## src/rtl/tuser_out_pkg.sv

```systemverilog
// Shared defaults and FSM state encoding for the egress TUSER re-attach block.
package tuser_out_pkg;

  localparam int DATA_W   = 256;
  localparam int TUPLE_W  = 128;
  localparam int TQ_DEPTH = 8;

  typedef logic [0:0] state_t;

  localparam logic [0:0] ST_FIRST = 1'b0;
  localparam logic [0:0] ST_BODY  = 1'b1;

endpackage

```

## src/rtl/tuser_out_fsm_if.sv

```systemverilog
// AXIS bundle (data, keep, user, last) used on both sides of tuser_out_fsm.
// A beat transfers on a rising edge where valid & ready; the master holds its payload while valid & !ready.
interface tuser_out_fsm_if #(
   parameter int DATA_W  = tuser_out_pkg::DATA_W,
   parameter int TUPLE_W = tuser_out_pkg::TUPLE_W
);

   logic                  valid;
   logic [DATA_W-1:0]     data;
   logic [DATA_W/8-1:0]   keep;
   logic [TUPLE_W-1:0]    user;
   logic                  last;
   logic                  ready;

   modport master (output valid, data, keep, user, last, input ready);
   modport slave  (input valid, data, keep, user, last, output ready);

endinterface

```

## src/rtl/tuple_fifo.sv

```systemverilog
// Synchronous FIFO with registered count/full/empty and a sticky overflow flag.
// A push on a full FIFO is kept only if a pop happens in the same cycle; reads are combinational from the head.
module tuple_fifo #(
   parameter int W     = 128,
   parameter int DEPTH = 8
) (
   input  logic                       clk,
   input  logic                       rst_n,
   input  logic                       push,
   input  logic [W-1:0]               din,
   input  logic                       pop,
   output logic [W-1:0]               dout,
   output logic [$clog2(DEPTH):0]     count,
   output logic                       full,
   output logic                       empty,
   output logic                       ovf
);

   localparam int AW = $clog2(DEPTH);

   logic [W-1:0]  mem [DEPTH];
   logic [AW-1:0] wr_ptr;
   logic [AW-1:0] rd_ptr;
   logic          pop_ok;
   logic          wr_ok;
   logic [AW:0]   count_nxt;

   assign pop_ok = pop & !empty;
   assign wr_ok  = push & (!full | pop_ok);
   assign dout   = mem[rd_ptr];

   always_comb begin
      count_nxt = count;
      if (wr_ok && !pop_ok) begin
         count_nxt = count + (AW+1)'(1);
      end else if (!wr_ok && pop_ok) begin
         count_nxt = count - (AW+1)'(1);
      end
   end

   always_ff @(posedge clk or negedge rst_n) begin
      if (!rst_n) begin
         wr_ptr <= '0;
         rd_ptr <= '0;
         count  <= '0;
         full   <= 1'b0;
         empty  <= 1'b1;
         ovf    <= 1'b0;
      end else begin
         if (wr_ok) begin
            wr_ptr <= wr_ptr + AW'(1);
         end
         if (pop_ok) begin
            rd_ptr <= rd_ptr + AW'(1);
         end
         count <= count_nxt;
         full  <= (count_nxt == (AW+1)'(DEPTH));
         empty <= (count_nxt == '0);
         if (push && full && !pop_ok) begin
            ovf <= 1'b1;
         end
      end
   end

   // Storage needs no reset: pointers and count define which entries are live.
   always_ff @(posedge clk) begin
      if (wr_ok) begin
         mem[wr_ptr] <= din;
      end
   end

endmodule

```

## src/rtl/tuser_out_fsm.sv

```systemverilog
// Egress stage: queues SDNet tuples and re-attaches each one as TUSER on the first
// beat of the next outgoing AXIS packet, strictly in FIFO order.
module tuser_out_fsm
   import tuser_out_pkg::*;
#(
   parameter int DATA_W   = tuser_out_pkg::DATA_W,
   parameter int TUPLE_W  = tuser_out_pkg::TUPLE_W,
   parameter int TQ_DEPTH = tuser_out_pkg::TQ_DEPTH
) (
   input  logic                       tout_aclk,
   input  logic                       tout_arst,
   input  logic                       tup_valid,
   input  logic [TUPLE_W-1:0]         tup_data,
   tuser_out_fsm_if.slave             s,
   tuser_out_fsm_if.master            m,
   output logic [$clog2(TQ_DEPTH):0]  tq_count,
   output logic                       tq_ovf,
   output logic [0:0]                 fsm_state
);

   logic [0:0]            state;
   logic [TUPLE_W-1:0]    head_tuple;
   logic                  tq_empty;
   logic                  tq_full;
   logic                  slot_free;
   logic                  s_rdy;
   logic                  s_acc;
   logic                  m_acc;
   logic                  tq_pop;

   logic                  m_valid_q;
   logic [DATA_W-1:0]     m_data_q;
   logic [DATA_W/8-1:0]   m_keep_q;
   logic [TUPLE_W-1:0]    m_user_q;
   logic                  m_last_q;

   // Incoming TUSER is replaced by the queued tuple, so it is intentionally ignored.
   logic                  unused_s_user;
   assign unused_s_user = ^s.user;

   assign slot_free = !m_valid_q | m.ready;
   assign s_acc     = s.valid & s_rdy;
   assign m_acc     = m_valid_q & m.ready;
   assign tq_pop    = s_acc & (state == ST_FIRST);

   // A packet head may only enter once its tuple is already committed to the queue.
   always_comb begin
      s_rdy = 1'b0;
      if (tout_arst) begin
         if (state == ST_FIRST) begin
            s_rdy = slot_free & !tq_empty;
         end else begin
            s_rdy = slot_free;
         end
      end
   end

   assign s.ready = s_rdy;

   tuple_fifo #(
      .W     (TUPLE_W),
      .DEPTH (TQ_DEPTH)
   ) u_tuple_fifo (
      .clk   (tout_aclk),
      .rst_n (tout_arst),
      .push  (tup_valid),
      .din   (tup_data),
      .pop   (tq_pop),
      .dout  (head_tuple),
      .count (tq_count),
      .full  (tq_full),
      .empty (tq_empty),
      .ovf   (tq_ovf)
   );

   always_ff @(posedge tout_aclk or negedge tout_arst) begin
      if (!tout_arst) begin
         state <= ST_FIRST;
      end else if (s_acc) begin
         state <= s.last ? ST_FIRST : ST_BODY;
      end
   end

   always_ff @(posedge tout_aclk or negedge tout_arst) begin
      if (!tout_arst) begin
         m_valid_q <= 1'b0;
         m_data_q  <= '0;
         m_keep_q  <= '0;
         m_user_q  <= '0;
         m_last_q  <= 1'b0;
      end else if (s_acc) begin
         m_valid_q <= 1'b1;
         m_data_q  <= s.data;
         m_keep_q  <= s.keep;
         m_user_q  <= (state == ST_FIRST) ? head_tuple : '0;
         m_last_q  <= s.last;
      end else if (m_acc) begin
         m_valid_q <= 1'b0;
      end
   end

   assign m.valid   = m_valid_q;
   assign m.data    = m_data_q;
   assign m.keep    = m_keep_q;
   assign m.user    = m_user_q;
   assign m.last    = m_last_q;
   assign fsm_state = state;

   // Full state is tracked by the FIFO for its own accept logic; the top needs only empty.
   logic unused_tq_full;
   assign unused_tq_full = tq_full;

endmodule

```

## src/flat_wrapper.sv

```systemverilog
// flat-port wrapper written by rule: the top's interface ports become plain ports
module tuser_out_fsm_flat import tuser_out_pkg::*;
#(
   parameter int DATA_W   = tuser_out_pkg::DATA_W,
   parameter int TUPLE_W  = tuser_out_pkg::TUPLE_W,
   parameter int TQ_DEPTH = tuser_out_pkg::TQ_DEPTH
)
  (tout_aclk, tout_arst, tup_valid, tup_data, tq_count, tq_ovf, fsm_state, s_valid, s_data, s_keep, s_user, s_last, s_ready, m_valid, m_data, m_keep, m_user, m_last, m_ready);
  tuser_out_fsm_if #(.DATA_W(DATA_W), .TUPLE_W(TUPLE_W)) s_i ();
  tuser_out_fsm_if #(.DATA_W(DATA_W), .TUPLE_W(TUPLE_W)) m_i ();
  input  logic tout_aclk;
  input  logic tout_arst;
  input  logic tup_valid;
  input  logic [TUPLE_W-1:0] tup_data;
  output logic [$clog2(TQ_DEPTH):0] tq_count;
  output logic tq_ovf;
  output logic [0:0] fsm_state;
  input wire logic [$bits(s_i.valid)-1:0] s_valid;
  input wire logic [$bits(s_i.data)-1:0] s_data;
  input wire logic [$bits(s_i.keep)-1:0] s_keep;
  input wire logic [$bits(s_i.user)-1:0] s_user;
  input wire logic [$bits(s_i.last)-1:0] s_last;
  output wire logic [$bits(s_i.ready)-1:0] s_ready;
  output wire logic [$bits(m_i.valid)-1:0] m_valid;
  output wire logic [$bits(m_i.data)-1:0] m_data;
  output wire logic [$bits(m_i.keep)-1:0] m_keep;
  output wire logic [$bits(m_i.user)-1:0] m_user;
  output wire logic [$bits(m_i.last)-1:0] m_last;
  input wire logic [$bits(m_i.ready)-1:0] m_ready;
  assign s_i.valid = s_valid;
  assign s_i.data = s_data;
  assign s_i.keep = s_keep;
  assign s_i.user = s_user;
  assign s_i.last = s_last;
  assign s_ready = s_i.ready;
  assign m_valid = m_i.valid;
  assign m_data = m_i.data;
  assign m_keep = m_i.keep;
  assign m_user = m_i.user;
  assign m_last = m_i.last;
  assign m_i.ready = m_ready;
  tuser_out_fsm #(.DATA_W(DATA_W), .TUPLE_W(TUPLE_W), .TQ_DEPTH(TQ_DEPTH)) u_core (.tout_aclk(tout_aclk), .tout_arst(tout_arst), .tup_valid(tup_valid), .tup_data(tup_data), .s(s_i), .m(m_i), .tq_count(tq_count), .tq_ovf(tq_ovf), .fsm_state(fsm_state));
endmodule
```

## config.mk

```make
export PLATFORM = sky130hd
export DESIGN_NAME = tuser_out_fsm_flat
export DESIGN_NICKNAME = d
export VERILOG_FILES = /design/src/rtl/tuser_out_pkg.sv /design/src/rtl/tuser_out_fsm_if.sv /design/src/rtl/tuple_fifo.sv /design/src/rtl/tuser_out_fsm.sv /design/src/flat_wrapper.sv
export SDC_FILE = /design/constraint.sdc
export NUM_CORES = 2
export LEC_CHECK = 0
export ABC_AREA = 1
export BUFFER_PORTS_ARGS = -buffer_cell sky130_fd_sc_hd__buf_2
export CORE_AREA = 8 8 369 371
export CTS_CLUSTER_SIZE = 28
export DETAILED_ROUTE_END_ITERATION = 6
export DIE_AREA = 0 0 377 379
export PLACE_DENSITY = 0.66
export SLEW_MARGIN = 40
export SYNTH_ARGS = -nofsm -noshare
export SYNTH_HDL_FRONTEND = slang
export SYNTH_HIERARCHICAL = 1
export SYNTH_SLANG_ARGS = --single-unit
```

## constraint.sdc

```tcl
create_clock -name tout_aclk -period 7.5 [get_ports tout_aclk]
set_clock_uncertainty 0.15 [all_clocks]
set_input_delay 0 -clock tout_aclk [delete_from_list [all_inputs] [get_ports tout_aclk]]
set_output_delay 0 -clock tout_aclk [all_outputs]
set_load 0.02 [all_outputs]
```

Word level (Yosys, flattened, before mapping)
Memory sizes are Yosys's and may differ from the RTL's. Cells that the tools add are included.

Flip-flop bits (word level): 432. Bits in writable memories: 1024. Input bits: 550. Output and inout bits: 425. Logic and storage cells: 48. Memories kept: 1.

Memory list: u_core.u_tuple_fifo.mem (depth 8, bits a word 128, read ports 1, clocked after memory_dff 0, write ports 1, line tuple_fifo.sv:21) `logic [W-1:0] mem [DEPTH];`.

Add/sub/neg operators: 4. Equality and inequality tests: 1. Multiplexer cells: 10. Bitwise logic cells: 9. Reductions and logical operators: 11.

Operators by type and width (number): two-way mux 128 bit (1); two-way mux 4 bit (2); two-way mux 1 bit (7); adder 3 x 1 -> 3 bit (second input constant) (2); bitwise AND 1 bit (6); zero test 1 bit (5); adder 4 x 1 -> 4 bit (second input constant) (1); equality test 4 bit (second input constant) (1); logical AND 1 bit (4); zero test 4 bit (1); subtractor 4 x 1 -> 4 bit (second input constant) (1); bitwise OR 1 bit (2); nonzero test 2 bit (1); NOT 1 bit (1).

Logic depth before layout (Yosys ltp)
Depth in word-level cells: 15. Gate-level depth with buffers: 15. Depth with buffers taken out: 13.

Cells and area by module
The synthesis kept the hierarchy.

By module, submodules not included: tuple_fifo (times used 1, cells each 2705, area each 40246.1 µm², sequential area each 31076.1 µm²); tuser_out_fsm (times used 1, cells each 2140, area each 18163.7 µm², sequential area each 10485.1 µm²).

Worst setup path after synthesis
Ideal clock, no wire load.

Kind: flip-flop to flip-flop. Start point: register u_core.state, in the netlist u_core/fsm_state. End point: memory u_core.u_tuple_fifo.mem[0][0], enable pin. Library setup time: 0.617 ns. Arrival time: 7.192 ns. Required time: 6.733 ns. Setup slack: -0.459 ns. Cell stages (with the launch flop): 12. Path buffers: 2. Period minus slack after synthesis: 7.959 ns. Cell sequence: dfrtp_1 > buf_2 > inv_2 > nand2_1 > nand4_1 > clkbuf_1 > nor2_1 > inv_1 > nor2_1 > o21ai_0 > or2_2 > nor2_1.

Cells in the longest elaborated chain, start to end: 9. Elaborated cells on any way between the ends: 10. Classes of those cells: 4 x mux; 6 x bitwise.

RTL lines: start, declared (line tuser_out_fsm.sv:21) `logic [0:0] state;`; start signal, assigned (line tuser_out_fsm.sv:80) `state <= s.last ? ST_FIRST : ST_BODY;`; two-way mux 1 bit (line tuser_out_fsm.sv:50) `if (state == ST_FIRST) begin`; two-way mux 1 bit (line tuser_out_fsm.sv:49) `if (tout_arst) begin`; bitwise AND 1 bit (line tuser_out_fsm.sv:42) `assign s_acc = s.valid & s_rdy;`; bitwise AND 1 bit (*) (line tuser_out_fsm.sv:44) `assign tq_pop = s_acc & (state == ST_FIRST);`; via u_core.tq_pop (line tuser_out_fsm.sv:29) `logic tq_pop;`; bitwise AND 1 bit (*) (line tuple_fifo.sv:28) `assign pop_ok = pop & !empty;`; bitwise OR 1 bit (*) (line tuple_fifo.sv:29) `assign wr_ok = push & (!full | pop_ok);`; bitwise AND 1 bit (*) (line tuple_fifo.sv:29); two-way mux 1 bit (*) (line tuple_fifo.sv:67) `if (wr_ok) begin`; two-way mux 1 bit (implied by the code) (*) (line tuple_fifo.sv:68) `mem[wr_ptr] <= din;`; end, declared (line tuple_fifo.sv:21).

Mark *: on every way through the listed nets, which the timed path passes. The rest lies on a longest branch.

Final worst setup path
Start point: register u_core.m_valid_q, in the netlist u_core/m.valid. End point: memory u_core.u_tuple_fifo.mem[4][104], enable pin.

Cells in the longest elaborated chain, start to end: 12.

RTL lines: start, declared (line tuser_out_fsm.sv:31) `logic m_valid_q;`; start signal, assigned (line tuser_out_fsm.sv:86) `m_valid_q <= 1'b0;`; start signal, assigned (line tuser_out_fsm.sv:92) `m_valid_q <= 1'b1;`; start signal, assigned (line tuser_out_fsm.sv:98) `m_valid_q <= 1'b0;`; zero test 1 bit (*) (line tuser_out_fsm.sv:41) `assign slot_free = !m_valid_q | m.ready;`; bitwise OR 1 bit (*) (line tuser_out_fsm.sv:41); bitwise AND 1 bit (line tuser_out_fsm.sv:51) `s_rdy = slot_free & !tq_empty;`; two-way mux 1 bit (*) (line tuser_out_fsm.sv:50); two-way mux 1 bit (*) (line tuser_out_fsm.sv:49); bitwise AND 1 bit (*) (line tuser_out_fsm.sv:42); bitwise AND 1 bit (*) (line tuser_out_fsm.sv:44); via u_core.tq_pop (line tuser_out_fsm.sv:29); bitwise AND 1 bit (*) (line tuple_fifo.sv:28); bitwise OR 1 bit (*) (line tuple_fifo.sv:29); bitwise AND 1 bit (*) (line tuple_fifo.sv:29); two-way mux 1 bit (*) (line tuple_fifo.sv:67); two-way mux 1 bit (implied by the code) (*) (line tuple_fifo.sv:68).

Marked as above.

==> flow_summary.ini <==
[critical_path]
reg2reg_from = u_core/m.valid
arrival_ns = 4.53
critPathCaptureType = register
rrSetupSlack_ns = 3.21
required_ns = 7.75
cp-start-kind = register
timing.rr.end = u_core/u_tuple_fifo/mem[4][104]
crit_fanout = 110
reg2reg_depth = 9
worstSetupPathType = register to register

[clock_tree]
clk_pin_slew_ns = 0.06
cts_buffers = 152
insertion_delay_ns = 0.80
max-clock-path-buffers = 3
htreeDepth = 4
tritoncts = done
cts-resized-gates = 0
clock_sinks = 1456
clock-root-buffer = clkbuf_16

[timing]
drv_slew = 0
rsz0062_at_grt = false
slew_headroom = 0.342
tightest_slew_ns = 0.987
setup_viol_count_final = 0
fmax_mhz = 233
timing.final.crit_share = 0.572
period_needed_ns = 4.29
fin_ws_ns = 3.21
hold_viol_final = 0

[power]
p_sw_mw = 10.7
power_density_nw_per_um2 = 361
clock_power_share = 0.260
netSwitchingFraction = 0.379
pwr-share-seq = 0.395
p_comb_frac = 0.345
peakVddDrop_mv = 0.243
p_int_mw = 17.5
p_leak_nw = 33.1

[synth]
synth_ff_type = edfxtp_1
async_flop_share = 0.297
avgSynthCellArea_um2 = 12.1
synth-edff-count = 1024
synth.distinct_cells = 28
netlist_area_um2 = 58400
yosys_warnings = 6
synth-seq-cells = 1456
ys_seq_area_frac = 0.712
syn_inst = 4845
synth_nets = 5399

[global_routing]
grt_pass1_vias = 44900
grt_pass1_wl_mm = 291
antenna_found_initial = 60
grtUsageTotal = 0.270
grt_overflow = 0
grt_start_max_net_pins = 173

[layout]
fin_nets = 7014
seqCellArea_um2 = 41600
final-instance-count-excl-fill = 8394
syn2layout_area_growth_pct = 33.9
post-route-cell-area_um2 = 78200
multiInputGateArea_um2 = 14500
fillers = 10200
layout-drive-gt1-share = 0.175

[hold_path]
hp-start = s_data[246]
hold_path.class = input pin to register
holdPathStages = 4
hold_end = u_core/m.data[246]

[floorplanning]
floorplan.rows = 133
die_h_um = 379
fp.dieW_um = 377
dieArea_um2 = 143000
coreArea_um2 = 130000
initial_core_util = 0.448
io_pins = 975

[outcome]
violations = DRC
outcome = finished with violations

[route]
viasPerCell = 5.44
vias = 45700
drtIter0Drc = 4692
postRouteAntennaNets = 0
firstDrtPassIters = 7
routed_wl_mm = 200
wl_per_cell_um = 23.8
drc = 9

[placed_design]
dp_cells = 7141
dpl_cell_area_um2 = 64000
post-place-ws_ns = 3.31
place_hpwl_mm = 118
gp_congestion = 0.998
port-buffer-count = 846

[run]
drv_cap = 0
==> worst max path at each step <==
stage                           startpoint                         endpoint  slack [ns]  cells past startpoint
final                       u_core/m.valid  u_core/u_tuple_fifo/mem[4][104]        3.21                      9
after global routing        u_core/m.valid  u_core/u_tuple_fifo/mem[4][104]        3.03                      9
after CTS                   u_core/m.valid  u_core/u_tuple_fifo/mem[4][104]        3.27                      9
after detailed placement    u_core/m.valid  u_core/u_tuple_fifo/mem[4][117]        3.31                      9
after global placement      u_core/m.valid  u_core/u_tuple_fifo/mem[3][118]        3.17                     10
after floorplan           u_core/fsm_state    u_core/u_tuple_fifo/mem[0][0]       -0.46                     11
==> cell usage in the layout, fill, tap and decap left out, types with 5 or more instances in the layout <==
cell type	Yosys	layout
nor2_4	0	8
inv_6	0	6
clkinvlp_4	0	5
o21ai_0	258	258
clkinv_16	0	5
edfxtp_1	1024	1024
buf_2	117	844
mux2i_1	256	256
nand2_1	1259	1258
nand4_1	419	419
clkinv_2	0	24
clkbuf_8	0	13
buf_4	41	30
clkinv_1	0	30
o22ai_1	256	256
dlygate4sd3_1	0	917
dfrtp_1	431	427
nor2_1	399	391
clkbuf_16	0	153
inv_1	149	148
diode_2	0	52
buf_12	1	14
bufinv_16	0	6
clkbuf_1	174	35
xor2_1	5	5
buf_16	0	7
buf_6	2	15
==> Yosys cell counts (27+ instances only) <==
master / count / area share
buf_1: 27 / 0.0017
inv_1: 149 / 0.0096
edfxtp_1: 1024 / 0.53
clkbuf_1: 174 / 0.011
nor2_1: 399 / 0.026
o22ai_1: 256 / 0.027
mux2i_1: 256 / 0.044
nand2_1: 1259 / 0.081
nand4_1: 419 / 0.045
buf_4: 41 / 0.0053
o21ai_0: 258 / 0.022
dfrtp_1: 431 / 0.18
buf_2: 117 / 0.010
==> metal layers <==
| metal | wire length [um] | global-route usage | vias to the layer above |
|---|---|---|---|
| met5 | 100 | 0 | - |
| met4 | 15400 | 0.181 | 14 |
| met3 | 16300 | 0.0681 | 620 |
| met2 | 95300 | 0.438 | 2177 |
| met1 | 72800 | 0.318 | 22300 |
| li1 | - | - | 20500 |
==> area by class of cell <==
type,instances,share of cell area
multi-input combinational,2868,0.186
sequential,1456,0.531
inverter,151,0.00747
clock buffer,200,0.0527
timing repair buffer,1831,0.183
tap,1755,0.0281
clock inverter,81,0.00958
antenna,52,0.00166
==> registers in the layout, indices dropped and copies added (netlist names) <==
name / flops
u_core/u_tuple_fifo/mem: 1024
u_core/m.data: 256
u_core/m.user: 128
u_core/m.keep: 32
u_core/u_tuple_fifo/count: 4
u_core/u_tuple_fifo/rd_ptr: 3
u_core/u_tuple_fifo/wr_ptr: 3
u_core/fsm_state: 1
u_core/m.last: 1
u_core/m.valid: 1
u_core/u_tuple_fifo/empty: 1
u_core/u_tuple_fifo/full: 1
u_core/u_tuple_fifo/ovf: 1
==> critical path: stages, from the launching register on <==
cell and delay [ns]:
dfrtp_1 0.40, nand2_4 0.44, nand4_1 0.24, nor2_1 0.18, inv_1 0.06, nor2_1 0.19, o21ai_0 0.28, or2_2 0.48
nor2_4 0.59, buf_12 0.59
==> power groups by stage <==
stage | Clock [mW] | Combinational (mW) | Sequential [mW]
after floorplan | 0 | 5.08 | 12.2
after global placement | 0 | 9.05 | 11.2
after detailed placement | 0 | 9.22 | 11.2
after CTS | 7.47 | 9.67 | 11.1
after global routing | 7.79 | 10.6 | 11.3
final | 7.34 | 9.73 | 11.1
==> cell families (layout without fill, tap and decap cells) <==
| group | count (synthesis) | in the layout | share of synthesized area |
|---|---|---|---|
| buf+inv | 521 | 2263 | 0.0407 |
| fa+ha+maj | 4 | 4 | 0.000857 |
| mux | 256 | 256 | 0.0439 |
| flops | 1456 | 1456 | 0.712 |
| compound gates | 518 | 518 | 0.0500 |
| xor+xnor | 6 | 6 | 0.000900 |
| other cells | 0 | 52 | 0 |
| simple gates | 2084 | 2084 | 0.152 |
==> through the flow <==
step / total power, mW / hold slack [ns] / TNS [ns] / utilization
after floorplan: 17.2 / -0.446 / -234.80 / -
after global placement: 20.3 / -0.205 / 0 / 0.489
after detailed placement: 20.5 / -0.193 / 0 / 0.490
after CTS: 28.2 / 0.00201 / 0 / 0.598
after global routing: 29.6 / 0.0366 / 0 / 0.599
final: 28.2 / 0.0690 / 0 / 0.600
==> repair_timing <==
action                    in CTS  in global routing
setup buffers                  0                  0
hold endpoints to repair    1664                  1
hold buffers                 917                  1
No activity file was read; power rests on OpenSTA's default activity.
